### config.mk
export PLATFORM = sky130hd
export DESIGN_NAME = sram_controller
export DESIGN_NICKNAME = d
export VERILOG_FILES = /design/src/rtl/sram_pkg.sv /design/src/rtl/sram_phase_counter.sv /design/src/rtl/sram_controller.sv
export SDC_FILE = /design/constraint.sdc
export NUM_CORES = 1
export LEC_CHECK = 0
export CORE_ASPECT_RATIO = 0.5
export CORE_MARGIN = 1
export CORE_UTILIZATION = 59
export CTS_BUF_LIST = sky130_fd_sc_hd__clkbuf_8
export CTS_CLUSTER_SIZE = 20
export DETAILED_ROUTE_END_ITERATION = 16
export DONT_BUFFER_PORTS = 1
export HOLD_SLACK_MARGIN = 0.08
export PLACE_DENSITY = 0.75
export SLEW_MARGIN = 15
export SYNTH_ARGS = -nofsm -noshare
export SYNTH_HDL_FRONTEND = slang
export SYNTH_SLANG_ARGS = --single-unit
export TNS_END_PERCENT = 1
### constraint.sdc
create_clock -name clk -period 6.35 [get_ports clk]
set_input_delay 1.27 -clock clk [delete_from_list [all_inputs] [get_ports clk]]
set_output_delay 1.27 -clock clk [all_outputs]
set_load 0.02 [all_outputs]
### src/rtl/sram_pkg.sv
// Package: sram_pkg
// Shared state encoding and geometry constants for the cache-side SRAM
// controller and its phase counter.
package sram_pkg;

    localparam int SRAM_ADDR_W = 18;  // halfword address width at the pads
    localparam int SRAM_DQ_W   = 16;  // pad data width
    localparam int RD_PHASES   = 4;   // halfwords per read block
    localparam int WR_PHASES   = 2;   // halfwords per written word
    localparam int PHASE_W     = 2;   // enough bits to index RD_PHASES

    typedef enum logic [1:0] {
        ST_IDLE,
        ST_RD,
        ST_WR,
        ST_DONE
    } state_t;

endpackage

### src/rtl/sram_phase_counter.sv
// Module: sram_phase_counter
// Wait counter (0..WAIT_CYCLES-1) nested inside a phase counter. Both sit at
// zero while en is low, so every transaction starts at phase 0, count 0.
// wait_wrap marks the last clock of a phase; phase_wrap marks the last clock
// of the final phase (phase == last_phase).
module sram_phase_counter
    import sram_pkg::*;
#(
    parameter int WAIT_CYCLES = 2
) (
    input  logic               clk,
    input  logic               rst,
    input  logic               en,
    input  logic [PHASE_W-1:0] last_phase,
    output logic [PHASE_W-1:0] phase,
    output logic               wait_wrap,
    output logic               phase_wrap
);

    localparam int CNT_W = (WAIT_CYCLES > 1) ? $clog2(WAIT_CYCLES) : 1;

    logic [CNT_W-1:0] cnt;

    assign wait_wrap  = (cnt == CNT_W'(WAIT_CYCLES - 1));
    assign phase_wrap = wait_wrap && (phase == last_phase);

    // Advance the wait count each clock; step the phase when it wraps.
    always_ff @(posedge clk or posedge rst) begin
        // NOTE: state registers use non-blocking assignment so every flop
        // samples pre-edge values, independent of block ordering.
        if (rst) begin
            cnt   <= '0;
            phase <= '0;
        end else if (!en) begin
            cnt   <= '0;
            phase <= '0;
        end else if (wait_wrap) begin
            cnt   <= '0;
            phase <= phase_wrap ? '0 : phase + 1'b1;
        end else begin
            cnt   <= cnt + 1'b1;
        end
    end

endmodule

### src/rtl/sram_controller.sv
// Module: sram_controller
// Responder for cache word read/write requests, driving a 16-bit async SRAM.
// A read fetches a 64-bit block as four halfwords; a write stores one 32-bit
// word as two halfwords. Each halfword is held on the pins WAIT_CYCLES clocks.
// Optional: define SRAM_PERF_CNT_EN to add rd_count/wr_count outputs.
module sram_controller
    import sram_pkg::*;
#(
    parameter int WAIT_CYCLES = 2,
    parameter int ADDR_W      = SRAM_ADDR_W,
    parameter int DQ_W        = SRAM_DQ_W
) (
    input  logic                clk,
    input  logic                rst,
    input  logic [31:0]         address,
    input  logic [31:0]         wdata,
    input  logic                mem_r_en,
    input  logic                mem_w_en,
    output logic [4*DQ_W-1:0]   rdata,
    output logic                ready,
    output logic [ADDR_W-1:0]   sram_addr,
    output logic [DQ_W-1:0]     sram_dq_o,
    output logic                sram_dq_oe,
    input  logic [DQ_W-1:0]     sram_dq_i,
    output logic                sram_ce_n,
    output logic                sram_oe_n,
    output logic                sram_we_n,
    output logic                sram_ub_n,
    output logic                sram_lb_n
`ifdef SRAM_PERF_CNT_EN
    ,
    output logic [31:0]         rd_count,
    output logic [31:0]         wr_count
`endif
);

    state_t              state_q, state_d;
    logic [ADDR_W-2:0]   addr_q;
    logic [31:0]         wdata_q;
    logic [PHASE_W-1:0]  phase;
    logic [PHASE_W-1:0]  last_phase;
    logic                wait_wrap;
    logic                phase_wrap;
    logic                start;
    logic                unused_addr_hi;

    // Word address bits above the SRAM's reach are not decoded.
    assign unused_addr_hi = ^address[31:ADDR_W-1];

    assign start      = (state_q == ST_IDLE) && (mem_r_en || mem_w_en);
    assign last_phase = (state_q == ST_WR) ? PHASE_W'(WR_PHASES - 1)
                                           : PHASE_W'(RD_PHASES - 1);
    assign ready      = (state_q == ST_DONE) ||
                        ((state_q == ST_IDLE) && !mem_r_en && !mem_w_en);

    sram_phase_counter #(
        .WAIT_CYCLES (WAIT_CYCLES)
    ) u_phase_counter (
        .clk        (clk),
        .rst        (rst),
        .en         ((state_q == ST_RD) || (state_q == ST_WR)),
        .last_phase (last_phase),
        .phase      (phase),
        .wait_wrap  (wait_wrap),
        .phase_wrap (phase_wrap)
    );

    // State register.
    always_ff @(posedge clk or posedge rst) begin
        if (rst) state_q <= ST_IDLE;
        else     state_q <= state_d;
    end

    // Next state: write wins when both requests are present in IDLE.
    always_comb begin
        // NOTE: next-state gets a default first so no path leaves it
        // unassigned, which would otherwise infer a latch.
        state_d = state_q;
        unique case (state_q)
            ST_IDLE: if (mem_w_en)      state_d = ST_WR;
                     else if (mem_r_en) state_d = ST_RD;
            ST_RD,
            ST_WR:   if (phase_wrap)    state_d = ST_DONE;
            ST_DONE:                    state_d = ST_IDLE;
            default:                    state_d = ST_IDLE;
        endcase
    end

    // Latch the request operands on IDLE exit; later input changes are ignored.
    always_ff @(posedge clk or posedge rst) begin
        if (rst) begin
            addr_q  <= '0;
            wdata_q <= '0;
        end else if (start) begin
            addr_q  <= address[ADDR_W-2:0];
            wdata_q <= wdata;
        end
    end

    // Capture each read halfword on the last clock of its phase.
    always_ff @(posedge clk or posedge rst) begin
        if (rst)
            rdata <= '0;
        else if ((state_q == ST_RD) && wait_wrap)
            rdata[DQ_W*phase +: DQ_W] <= sram_dq_i;
    end

    // Pin decode from registered state only. we_n rises one clock before the
    // phase ends so address and data stay stable past its rising edge.
    always_comb begin
        sram_addr  = '0;
        sram_dq_o  = '0;
        sram_dq_oe = 1'b0;
        sram_ce_n  = 1'b1;
        sram_oe_n  = 1'b1;
        sram_we_n  = 1'b1;
        sram_ub_n  = 1'b1;
        sram_lb_n  = 1'b1;
        unique case (state_q)
            ST_RD: begin
                sram_addr = {addr_q[ADDR_W-2:1], phase};
                sram_ce_n = 1'b0;
                sram_oe_n = 1'b0;
                sram_ub_n = 1'b0;
                sram_lb_n = 1'b0;
            end
            ST_WR: begin
                sram_addr  = {addr_q, phase[0]};
                sram_dq_o  = phase[0] ? wdata_q[31:16] : wdata_q[15:0];
                sram_dq_oe = 1'b1;
                sram_ce_n  = 1'b0;
                sram_ub_n  = 1'b0;
                sram_lb_n  = 1'b0;
                sram_we_n  = !((WAIT_CYCLES == 1) || !wait_wrap);
            end
            default: ;
        endcase
    end

`ifdef SRAM_PERF_CNT_EN
    logic is_wr_q;

    // Count completed transactions by kind as they leave DONE.
    always_ff @(posedge clk or posedge rst) begin
        if (rst) begin
            is_wr_q  <= 1'b0;
            rd_count <= '0;
            wr_count <= '0;
        end else begin
            if (start) is_wr_q <= mem_w_en;
            if (state_q == ST_DONE) begin
                if (is_wr_q) wr_count <= wr_count + 32'd1;
                else         rd_count <= rd_count + 32'd1;
            end
        end
    end
`endif

endmodule

==> summary.txt, run 1 <==
STA
  • Final Max Slew Viols: 0
  • Worst slew slack as a fraction of its limit: 34.3%
  • Post-route setup TNS: 0 ns
  • Maximum clock skew at final layout: 0.0138 ns
  • Final-report hold violation count: 0
  • Final worst slack: 2.05 ns
  • Minimum period implied by the final worst setup slack: 4.30 ns
  • Upper clock frequency limit: about 230 MHz
  • Fraction of the cycle the final worst path needs: 67.7%
  • Setup repair after global routing missed its margin: no
  • Setup Viol. Count Final: 0
  • Worst-margin pin slew: 0.985 ns

Finish
  • Most common cell after layout, fill and taps aside: sky130_fd_sc_hd__dfrtp_1
  • Commonest cells after routing, fill and taps aside: 118 x sky130_fd_sc_hd__dfrtp_1, 49 x sky130_fd_sc_hd__mux2_2, 40 x sky130_fd_sc_hd__nand2_1
  • Fraction of layout instances using a drive strength above 1: 21.0%
  • Final-layout fill cell count: approximately 600
  • Total number of nets in the final design: around 500
  • Final Instance Area: 0.00553 mm²
  • Cell Count, Final, Fillers Out: 528
  • Signed area change from the synthesized netlist to the final layout: 9.20%

Setup path
  • Critical path class: flop to primary output
  • Max FO, Critical Path: 16
  • Endpoint kind of the worst setup timing path: primary output
  • Worst Setup Start Kind: flop
  • Worst Path Required: 5.08 ns
  • Slowest cell delay on critical path: 0.83 ns
  • Slowest stage cell on the critical path: sky130_fd_sc_hd__nor2_1
  • Arrival time of data at the critical path endpoint: 3.03 ns
  • CP cell instances: inv_1, ha_1, clkinv_1, nor2_1, and2_1

Die
  • Die width: 133 µm
  • Core area: a little over 0.008 mm²
  • Starting density of the core: 62.1%
  • Row count: 23
  • Num ports: 189
  • Die H: ~67 µm
  • Die Area: around 0.0090 mm²

Synth
  • Yosys warning count: 0
  • Synth top area cells: sky130_fd_sc_hd__dfrtp_1 58%, sky130_fd_sc_hd__mux2_2 11%, sky130_fd_sc_hd__a22o_1 6.2%
  • Number of instances in the synthesized netlist: 403
  • Sequential share of the synthesized area: between 50% and 60%
  • Proportion of netlist area held by the largest area contributor: roughly three fifths
  • Top FF cell, synth: sky130_fd_sc_hd__dfrtp_1
  • Number of enable-type register cells in the synthesized netlist: 0
  • Total standard cell area after synthesis: ~0.0051 mm²
  • Count of state elements after synthesis: approximately 120
  • Cell type with the largest total area after synthesis: sky130_fd_sc_hd__dfrtp_1
  • Number of distinct standard cells referenced by the synthesized netlist: 35
  • Syn avg cell area: between 10 and 15 µm²
  • Net count after synthesis: 497
  • Fraction of registers with async set/reset: 100%

Place
  • Setup slack at placement: 2.50 ns
  • Post-DP HPWL: 7740 µm
  • Port Buf Inserts: 0
  • Dpl cells: around 500
  • Final weighted congestion in routability-driven placement: 0.852
  • Placed cell areas: 0.00511 mm²

GRT
  • Maximum number of pins on one net before global-route repair: 82
  • Grt total ovfl: 0
  • First-pass GRT wire length: 16,700 µm
  • Via count of the first global-routing pass: about 3,200
  • Total GRT Usage: 25.4%
  • Number of antenna violations at the first check in global routing: 1

Clock tree
  • Clock edge transition at the registers on the reported setup and hold paths: 0.07 ns
  • Clk sinks: 118
  • Number of CTS-inserted buffers: 17
  • Clock Root Buffer: sky130_fd_sc_hd__clkbuf_8
  • Number of gates resized after cts: 0
  • Post-CTS Setup Inserts: 0
  • Source-to-sink clock delay at the later pin of the worst-skew pair: 0.43 ns
  • TritonCTS clock tree: yes
  • Number of levels in the clock H-tree: 4
  • Number of buffers inserted for hold repair after clock tree synthesis: 0
  • Deepest clock path buffer count: 2

Power
  • VDD IR max: around 0.00028 V
  • Leakage power of the design: 2.49 nW
  • Cell Pwr Density: 565 mW/mm²

Run status
  • Result of the run: complete, no violations

Detailed routing
  • Routed len/inst: roughly 21 µm
  • Number of nets with antenna violations after detailed routing: 0
  • DR vias/cell: 6.04
  • Number of iterations in the first detailed-routing pass: 4
  • Aggregate routed wire length: roughly 11,000 µm
  • Drc violations: 0
  • Number of vias after detailed routing: 3,191
  • DRT iter0 DRCs: around 180

Hold path
  • Class of the tightest hold or removal check: flop to flop

Flow run
  • Max Cap Viol: 0
synthesized netlist by cell type (2+ instances only):
cell	number
sky130_fd_sc_hd__dfrtp_1	118
sky130_fd_sc_hd__a2bb2oi_1	2
sky130_fd_sc_hd__nor2_1	7
sky130_fd_sc_hd__buf_2	10
sky130_fd_sc_hd__and3_1	3
sky130_fd_sc_hd__ha_1	10
sky130_fd_sc_hd__o21ai_0	22
sky130_fd_sc_hd__o2bb2ai_1	2
sky130_fd_sc_hd__xnor2_1	2
sky130_fd_sc_hd__buf_4	4
sky130_fd_sc_hd__o21ai_1	7
sky130_fd_sc_hd__a22o_1	36
sky130_fd_sc_hd__nor2b_1	16
sky130_fd_sc_hd__and2_1	16
sky130_fd_sc_hd__nand3_1	4
sky130_fd_sc_hd__mux2_2	49
sky130_fd_sc_hd__mux2i_1	18
sky130_fd_sc_hd__nand2_1	40
sky130_fd_sc_hd__and4b_1	2
sky130_fd_sc_hd__clkbuf_1	8
sky130_fd_sc_hd__nand2b_1	8
sky130_fd_sc_hd__inv_1	6
stage by stage:
stage                     total power [W]  utilization, %  hold WS, ns
final                             0.00312            67.8        0.500
after global routing              0.00328            67.8        0.511
after CTS                         0.00315            67.8        0.501
after detailed placement          0.00244            62.8        0.488
after global placement            0.00236            62.8        0.481
after floorplan                   0.00225               -        0.470
worst max-delay path, delay by kind of cell (launching register included):
family	cells	cell delay, ns
and+or+nand+nor	2	1.20
DFF	1	0.41
buffers and inverters	2	0.67
adders and majority gates	1	0.33
kinds of logic after synthesis:
group / after synthesis / share of synthesized area [%]
DFF: 118 / 58.4
muxes: 67 / 14.5
xor gates and xnor gates: 2 / 0.346
AOI/OAI and AO/OA: 75 / 10.7
and+or+nand+nor: 101 / 10.8
buffers and inverters: 30 / 2.92
adders and majority gates: 10 / 2.47
state kept, by name, summed over array words and instances (netlist names):
register,cells
addr_q,17
wdata_q,32
rdata,64
u_phase_counter.wait_wrap,1
u_phase_counter.phase,2
state_q,2
where the power goes:
group	switching [W]	leakage (nW)	internal, W	total [W]
combinational	0.000613	0.878	0.000440	0.00105
clock	0.000305	0.203	0.000395	0.000700
sequential	0.000330	1.41	0.00104	0.00137
total	0.00125	2.49	0.00187	0.00312
layout make-up:
type / count / area (µm²) / share of cell area (%)
multi-input combinational: 255 / 1970 / 35.7
antenna: 1 / 2.50 / 0.0453
timing repair buffer: 3 / 22.5 / 0.408
inverter: 7 / 28.8 / 0.521
clock buffer: 18 / 248 / 4.48
tap: 112 / 140 / 2.54
sequential: 118 / 2950 / 53.4
clock inverter: 14 / 160 / 2.90
routing by layer:
layer	up-vias	GRT usage [%]	part of all wire [%]
met5	-	0	0
met4	0	13.5	1.5
met3	18	11.1	11
met2	151	40.8	49
met1	1610	29.6	39
li1	1412	-	-
final timing paths:
path,startpoint,end,slack [ns],cells after the start
max,state_q[1],sram_addr[8],2.05,5
max reg2reg,state_q[0],state_q[0],4.08,5
max in group asynchronous,rst,u_phase_counter.wait_wrap,4.26,2
min reg2reg,addr_q[11],addr_q[11],0.50,1
min in group asynchronous,rst,wdata_q[18],0.73,1
min,addr_q[11],addr_q[11],0.50,1
(Power assumes the default switching activity.)
==> inputs of run 2 (changes only) <==
==> constraint.sdc (replaced) <==
create_clock -name clk -period 4.43 [get_ports clk]
set_input_delay 0.886 -clock clk [delete_from_list [all_inputs] [get_ports clk]]
set_output_delay 0.886 -clock clk [all_outputs]
set_load 0.02 [all_outputs]
==> run 2 against run 1 <==
Count of clock-buffer cells in the layout rose by 1. Cell count up 0.19%. Cell area is 0.41% lower. Via count decreased by 1.2%. Wire length fell by 1.6%. Clock power up 28%. Global-route usage fell by 0.42 points. Sequential cell count unchanged. Setup slack worse by 0.93 ns. Clock skew is 0.0035 ns lower. Utilization fell by 0.28 points. Critical path type unchanged.
==> summary.txt, run 2 (same netlist as run 1, synthesis figures left out) <==
Run status
  • Result of the run: complete, no violations

STA
  • Final hold slack: 0.470 ns (-0.0296 ns)
  • Setup Viol. Count Final: 0 (unchanged)
  • Worst-margin pin slew: 0.912 ns (-0.0724 ns)
  • Setup repair after global routing missed its margin: no
  • Upper clock frequency limit: around 300 MHz
  • Final-report hold violation count: 0 (unchanged)
  • Minimum period implied by the final worst setup slack: 3.31 ns
  • Worst slew slack as a fraction of its limit: 39.0% (+4.7 points)
  • Final Max Slew Viols: 0 (unchanged)
  • Fraction of the cycle the final worst path needs: about three quarters
  • Post-route setup TNS: 0 ns (unchanged)
  • Maximum clock skew at final layout: 0.0103 ns (-0.00355 ns)

GRT
  • Maximum number of pins on one net before global-route repair: 100 (+22%)
  • First-pass GRT wire length: 16,400 µm (-1.6%)
  • Routing usage on met3: 12.0% (+0.90 points)
  • Met2 Resource Use GR: 38.9% (-1.9 points)
  • Grt met1 use: 29.9% (+0.34 points)
  • Busiest layer in global routing: met2
  • Number of antenna violations at the first check in global routing: 1 (unchanged)
  • Grt total ovfl: 0 (unchanged)
  • Total GRT Usage: 25.0% (-0.42 points)
  • Via count of the first global-routing pass: 3,134 (-2.2%)

Detailed routing
  • Number of vias after detailed routing: 3,152 (-1.2%)
  • Aggregate routed wire length: 10,900 µm (-1.6%)
  • Routed len/inst: 20.6 µm (-1.8%)
  • DRT iter0 DRCs: 150 (-18%)
  • Number of nets with antenna violations after detailed routing: 0 (unchanged)
  • DR vias/cell: 5.96 (-1.4%)
  • Number of iterations in the first detailed-routing pass: 4 (unchanged)
  • Drc violations: 0 (unchanged)

Clock tree
  • Number of CTS-inserted buffers: 17 (unchanged)
  • Clk sinks: 118 (unchanged)
  • Clock edge transition at the registers on the reported setup and hold paths: 0.07 ns (about the same)
  • Number of levels in the clock H-tree: 4 (unchanged)
  • TritonCTS clock tree: yes
  • Clock Root Buffer: sky130_fd_sc_hd__clkbuf_8
  • Post-CTS Setup Inserts: 0 (unchanged)
  • Number of buffers inserted for hold repair after clock tree synthesis: 0 (unchanged)
  • Deepest clock path buffer count: 2 (unchanged)
  • Number of gates resized after cts: 0 (unchanged)
  • Source-to-sink clock delay at the later pin of the worst-skew pair: 0.42 ns (about the same)

Setup path
  • Worst Path Required: 3.54 ns (-1.54 ns)
  • Worst Setup Start Kind: flop
  • Endpoint kind of the worst setup timing path: primary output
  • Max FO, Critical Path: 16 (unchanged)
  • Arrival time of data at the critical path endpoint: 2.42 ns (-0.61 ns)
  • Critical path class: flop to primary output
  • R2R setup slack: 2.22 ns (-1.86 ns)

Finish
  • Most common cell after layout, fill and taps aside: sky130_fd_sc_hd__dfrtp_1
  • Register with the highest flop count: rdata
  • Cell Count, Final, Fillers Out: 529 (+0.19%)
  • Largest register FFs: 64 (unchanged)
  • Total number of nets in the final design: 498 (+0.40%)
  • Signed area change from the synthesized netlist to the final layout: 8.75%
  • Commonest cells after routing, fill and taps aside: 118 x sky130_fd_sc_hd__dfrtp_1, 49 x sky130_fd_sc_hd__mux2_2, 40 x sky130_fd_sc_hd__nand2_1
  • Fraction of layout instances using a drive strength above 1: 21.6% (+0.67 points)
  • Registers with the most flip-flops: rdata: 64 flops, wdata_q: 32 flops, addr_q: 17 flops
  • Final-layout fill cell count: 609 (unchanged)

Place
  • Port Buf Inserts: 0 (unchanged)
  • Post-DP HPWL: 7640 µm (-1.2%)
  • Final weighted congestion in routability-driven placement: 0.860 (+0.92%)
  • Dpl cells: 497 (+0.40%)

Die
  • Core area: 0.00814 mm² (unchanged)
  • Num ports: 189 (unchanged)
  • Die width: 133 µm (unchanged)
  • Die H: 67.5 µm (unchanged)
  • Row count: 23 (unchanged)
  • Starting density of the core: 62.1% (unchanged)
  • Die Area: 0.00897 mm² (unchanged)

Flow run
  • Max Cap Viol: 0 (unchanged)

Power
  • Switching portion of total power: 40.5% (+0.56 points)
  • Internal power: 0.00260 W (+39%)
  • Portion of total power attributed to the clock network: 20.5% (-1.9 points)
  • Leakage power of the design: 2.48 nW (-0.57%)
  • Cell Pwr Density: 795 mW/mm² (+41%)
  • Net switching power: 0.00177 W (+42%)
  • Share of total power in combinational logic: 34.7% (+1.0 points)
  • Overall Power: 0.00438 W (+40%)
  • VDD IR max: 0.000411 V (+47%)
  • Power share of the sequential group: 44.9% (+1.0 points)

Hold path
  • Class of the tightest hold or removal check: input pin to asynchronous set/reset pin
## run 2: area by class of cell
| type | count | area, µm² | share of cell area (%) |
|---|---|---|---|
| multi-input combinational | 255 | 1970 | 35.8 |
| sequential | 118 | 2950 | 53.7 |
| timing repair buffer | 5 | 37.5 | 0.682 |
| inverter | 7 | 31.3 | 0.568 |
| tap | 112 | 140 | 2.55 |
| clock buffer | 19 | 262 | 4.75 |
| antenna | 1 | 2.50 | 0.0455 |
| clock inverter | 12 | 106 | 1.93 |
## run 2: path summary, 6_finish.rpt
kind                                          start                       end  cells after the start
max                                      state_q[1]             sram_addr[15]                      5
min                                             rst  u_phase_counter.phase[0]                      1
max reg2reg                u_phase_counter.phase[1]                  rdata[1]                      5
min reg2reg                               addr_q[6]                 addr_q[6]                      1
max in group asynchronous                       rst                 rdata[32]                      2
min in group clk                          addr_q[6]                 addr_q[6]                      1
## run 2: power by group through the flow
| stage | clock, W | combinational, W | sequential (W) |
|---|---|---|---|
| final | 0.000895 | 0.00152 | 0.00196 |
| after global routing | 0.000956 | 0.00165 | 0.00201 |
| after CTS | 0.000913 | 0.00154 | 0.00196 |
| after detailed placement | 0 | 0.00153 | 0.00198 |
| after global placement | 0 | 0.00145 | 0.00195 |
| after floorplan | 0 | 0.00134 | 0.00188 |
## run 2: metal layers
layer / vias up / wire length (µm)
met2: 125 / 5230
met1: 1602 / 4480
met3: 7 / 1110
met5: - / 0
li1: 1418 / -
met4: 0 / 93
## run 2: worst max-delay path: stages, from the launching register on
cell and delay, ns:
sky130_fd_sc_hd__dfrtp_1 0.43, sky130_fd_sc_hd__inv_1 0.12, sky130_fd_sc_hd__ha_1 0.40, sky130_fd_sc_hd__nor2_1 0.11, sky130_fd_sc_hd__nor2_1 0.58, sky130_fd_sc_hd__and2_1 0.36
## run 2: through the flow
stage | setup WS [ns] | utilization, % | cell area (µm²)
floorplan | 0.415 | - | 5060
global placement | 1.71 | 63.0 | 5130
detailed placement | 1.56 | 63.0 | 5130
CTS | 1.09 | 67.5 | 5500
global route | 0.925 | 67.5 | 5500
finish | 1.12 | 67.6 | 5500
==> inputs of run 3 (changes only) <==
--- a/config.mk
+++ b/config.mk
@@ -5,6 +5,7 @@
 export SDC_FILE = /design/constraint.sdc
 export NUM_CORES = 1
 export LEC_CHECK = 0
+export ABC_AREA = 1
 export CORE_ASPECT_RATIO = 0.5
 export CORE_MARGIN = 1
 export CORE_UTILIZATION = 59
@@ -13,7 +14,7 @@
 export DETAILED_ROUTE_END_ITERATION = 16
 export DONT_BUFFER_PORTS = 1
 export HOLD_SLACK_MARGIN = 0.08
-export PLACE_DENSITY = 0.75
+export PLACE_DENSITY = 0.78
 export SLEW_MARGIN = 15
 export SYNTH_ARGS = -nofsm -noshare
 export SYNTH_HDL_FRONTEND = slang
==> constraint.sdc (replaced) <==
create_clock -name clk -period 2.76 [get_ports clk]
set_input_delay 0.552 -clock clk [delete_from_list [all_inputs] [get_ports clk]]
set_output_delay 0.552 -clock clk [all_outputs]
set_load 0.02 [all_outputs]
==> run 3 against run 2 <==
The run now ends with design-rule violations left. Via count is 36% higher. Count of clock-buffer cells in the layout stayed put. Synthesized cell count is 54% higher. Wire length is 16% higher. Combinational power is 81% higher. Clock skew is 0.0020 ns higher. Sequential share of layout area is 2.7 points lower. Sequential power is 73% higher. Cell area is 5.4% higher. Largest cell class unchanged.
==> summary.txt, run 3 <==
Run status
  • Result of the run: finished with violations
  • Violations in the final reports: design-rule violations

Finish
  • Final-layout fill cell count: 722 (+19%)
  • Registers with the most flip-flops: rdata: 64 flops, wdata_q: 32 flops, addr_q: 17 flops
  • Count of inserted antenna diode cells: 0 (-1)
  • Area taken by multi-input logic gates: 0.00200 mm² (+1.5%)
  • Signed area change from the synthesized netlist to the final layout: 8.29%
  • Total number of nets in the final design: 713 (+43%)
  • Register with the highest flop count: rdata
  • Fraction of layout instances using a drive strength above 1: 10.5% (-11 points)
  • Total area of sequential cells: 0.00295 mm² (unchanged)
  • Commonest cells after routing, fill and taps aside: 128 x sky130_fd_sc_hd__nand2_1, 118 x sky130_fd_sc_hd__dfrtp_1, 81 x sky130_fd_sc_hd__o21ai_0
  • Most common cell after layout, fill and taps aside: sky130_fd_sc_hd__nand2_1
  • Largest register FFs: 64 (unchanged)

STA
  • Final hold slack: 0.125 ns (-0.345 ns)
  • Final-report hold violation count: 0 (unchanged)
  • Final Max Slew Viols: 0 (unchanged)
  • Minimum period implied by the final worst setup slack: 2.56 ns
  • Setup repair after global routing missed its margin: no
  • Worst-margin pin slew: 0.674 ns (-0.239 ns)
  • Worst slew slack as a fraction of its limit: 54.8% (+16 points)
  • Upper clock frequency limit: 391 MHz
  • Post-route setup TNS: 0 ns (unchanged)
  • Fraction of the cycle the final worst path needs: about 90%
  • Maximum clock skew at final layout: 0.0123 ns (+0.00201 ns)
  • Setup Viol. Count Final: 0 (unchanged)

Clock tree
  • Number of levels in the clock H-tree: 4 (unchanged)
  • Clk sinks: 118 (unchanged)
  • Deepest clock path buffer count: 2 (unchanged)
  • TritonCTS clock tree: yes
  • Source-to-sink clock delay at the later pin of the worst-skew pair: 0.43 ns (about the same)
  • Clock edge transition at the registers on the reported setup and hold paths: 0.07 ns (about the same)
  • Number of CTS-inserted buffers: 17 (unchanged)
  • Post-CTS Setup Inserts: 0 (unchanged)
  • Number of gates resized after cts: 0 (unchanged)
  • Clock Root Buffer: sky130_fd_sc_hd__clkbuf_8
  • Number of buffers inserted for hold repair after clock tree synthesis: 0 (unchanged)

Die
  • Core area: 0.00877 mm² (+7.7%)
  • Num ports: 189 (unchanged)
  • Die H: 69.4 µm (+2.8%)
  • Starting density of the core: 61.1% (-1.1 points)
  • Row count: 24 (+4.3%)
  • Die Area: 0.00948 mm² (+5.7%)
  • Die width: 137 µm (+2.8%)

Synth
  • Sequential share of the synthesized area: 55.1% (-3.2 points)
  • Top FF cell, synth: sky130_fd_sc_hd__dfrtp_1
  • Cell type with the largest total area after synthesis: sky130_fd_sc_hd__dfrtp_1
  • Total standard cell area after synthesis: 0.00536 mm² (+5.8%)
  • Compound-gate portion of the synthesized area: 13.2% (+2.5 points)
  • Cell types with the highest counts after synthesis: 129 x sky130_fd_sc_hd__nand2_1, 118 x sky130_fd_sc_hd__dfrtp_1, 81 x sky130_fd_sc_hd__o21ai_0
  • Syn avg cell area: 8.64 µm² (-31%)
  • Number of instances in the synthesized netlist: 620 (+54%)
  • Number of enable-type register cells in the synthesized netlist: 0 (unchanged)
  • Adder-cell area share of the yosys netlist: 2.34% (-0.14 points)
  • Yosys warning count: 0 (unchanged)
  • Net count after synthesis: 714 (+44%)
  • Mux cell area share after synthesis: 0% (-14 points)
  • Fraction of registers with async set/reset: 100% (unchanged)
  • Simple-gate share of the synthesized area: 21.8% (+11 points)
  • Main combinational cell family by area after synthesis: simple AND/OR/NAND/NOR gates
  • Count of state elements after synthesis: 118 (unchanged)
  • Top-count cell post-synth: sky130_fd_sc_hd__nand2_1
  • Synth top area cells: sky130_fd_sc_hd__dfrtp_1 55%, sky130_fd_sc_hd__nand2_1 9.0%, sky130_fd_sc_hd__o21ai_0 7.6%
  • Fraction of synthesized cell area in xor and xnor cells: 0% (-0.35 points)
  • Proportion of netlist area held by the largest area contributor: 55.1% (-3.2 points)
  • Number of distinct standard cells referenced by the synthesized netlist: 24 (-31%)

Setup path
  • Critical path class: flop to primary output
  • Endpoint of the worst-slack reg-to-reg timing path: rdata[40]
  • Worst Setup Start Kind: flop
  • Worst r2r src: u_phase_counter.phase[0]
  • Largest delay contributor family on the critical path: flip-flops
  • Worst reg-to-reg path cell count: 7 (+2)
  • R2R setup slack: 0.67 ns (-1.55 ns)
  • Max FO, Critical Path: 19 (+3)
  • Worst Path Required: 2.21 ns (-1.33 ns)
  • Endpoint kind of the worst setup timing path: primary output
  • Slowest stage cell on the critical path: sky130_fd_sc_hd__dfrtp_1
  • Buffer and inverter count on the worst path: 2 (+1)
  • CP cell instances: inv_1, ha_1, buf_4, o21ai_0, nor2_1
  • Slowest cell delay on critical path: 0.43 ns (-0.15 ns)
  • Arrival time of data at the critical path endpoint: 2.00 ns (-0.42 ns)

Detailed routing
  • DRT iter0 DRCs: 226 (+51%)
  • Number of nets with antenna violations after detailed routing: 0 (unchanged)
  • DR vias/cell: 5.74 (-3.6%)
  • Aggregate routed wire length: 12,600 µm (+16%)
  • Number of iterations in the first detailed-routing pass: 11 (+7)
  • Routed len/inst: 16.9 µm (-18%)
  • Number of vias after detailed routing: 4,297 (+36%)
  • Drc violations: 1 (+1)

Place
  • Post-DP HPWL: 8380 µm (+9.7%)
  • Port Buf Inserts: 0 (unchanged)
  • Final weighted congestion in routability-driven placement: 0.791 (-8.0%)

GRT
  • Grt total ovfl: 0 (unchanged)
  • Maximum number of pins on one net before global-route repair: 119 (+19%)
  • First-pass GRT wire length: 20,400 µm (+24%)
  • Total GRT Usage: 28.0% (+3.0 points)
  • Number of antenna violations at the first check in global routing: 0 (-1)
  • Via count of the first global-routing pass: 4,153 (+33%)

Hold path
  • Class of the tightest hold or removal check: input pin to asynchronous set/reset pin

Power
  • VDD IR max: 0.000738 V (+80%)
  • Cell Pwr Density: 1310 mW/mm² (+65%)
  • Leakage power of the design: 2.72 nW (+9.8%)

Flow run
  • Max Cap Viol: 0 (unchanged)
==> run 3: cell families (layout without fill, tap and decap cells) <==
family,after synthesis,after routing
flip-flops,118,118
buffers and inverters,79,90
adder cells (fa/ha/maj),10,10
AND/OR/NAND/NOR,273,273
AO/OA/AOI/OAI,140,140
==> run 3: area by class of cell <==
| class | instances | area share [%] |
|---|---|---|
| inverter | 37 | 2.46 |
| clock inverter | 12 | 1.83 |
| tap | 117 | 2.52 |
| clock buffer | 19 | 4.51 |
| sequential | 118 | 50.9 |
| multi-input combinational | 423 | 34.5 |
| timing repair buffer | 22 | 3.28 |
==> run 3: report_power, final <==
part	internal (W)	switching, W
logic	0.000811	0.00194
clock network	0.000753	0.000691
registers	0.00248	0.000910
==> run 3: metrics by stage <==
step | instances | area (µm²) | total power (W) | worst slack, ns | util [%]
2_1_floorplan | 620 | 5360 | 0.00554 | 0.562 | -
3_3_place_gp | 717 | 5430 | 0.00605 | 0.707 | 61.9
3_5_place_dp | 717 | 5430 | 0.00617 | 0.677 | 61.9
4_1_cts | 748 | 5800 | 0.00763 | 0.200 | 66.1
5_1_grt | 748 | 5800 | 0.00816 | 0.0457 | 66.1
6_report | 748 | 5800 | 0.00759 | 0.204 | 66.1
==> run 3: worst max-delay path by stage <==
stage / from / endpoint / slack, ns / cells past startpoint
5_1_grt: state_q[0] / sram_dq_o[15] / 0.05 / 5
3_5_place_dp: state_q[0] / sram_dq_o[10] / 0.68 / 5
3_3_place_gp: state_q[0] / sram_dq_o[10] / 0.71 / 5
4_1_cts: state_q[0] / sram_dq_o[10] / 0.20 / 5
2_1_floorplan: state_q[0] / sram_dq_o[10] / 0.56 / 6
6_report: state_q[0] / sram_dq_o[14] / 0.20 / 5
==> run 3: metal layers <==
metal / up-vias / track usage, % / wire [µm]
met2: 179 / 44.7 / 6060
met5: - / 0 / 0
met3: 14 / 12.1 / 1260
met1: 2078 / 34.4 / 5170
li1: 2026 / - / -
met4: 0 / 8.64 / 133
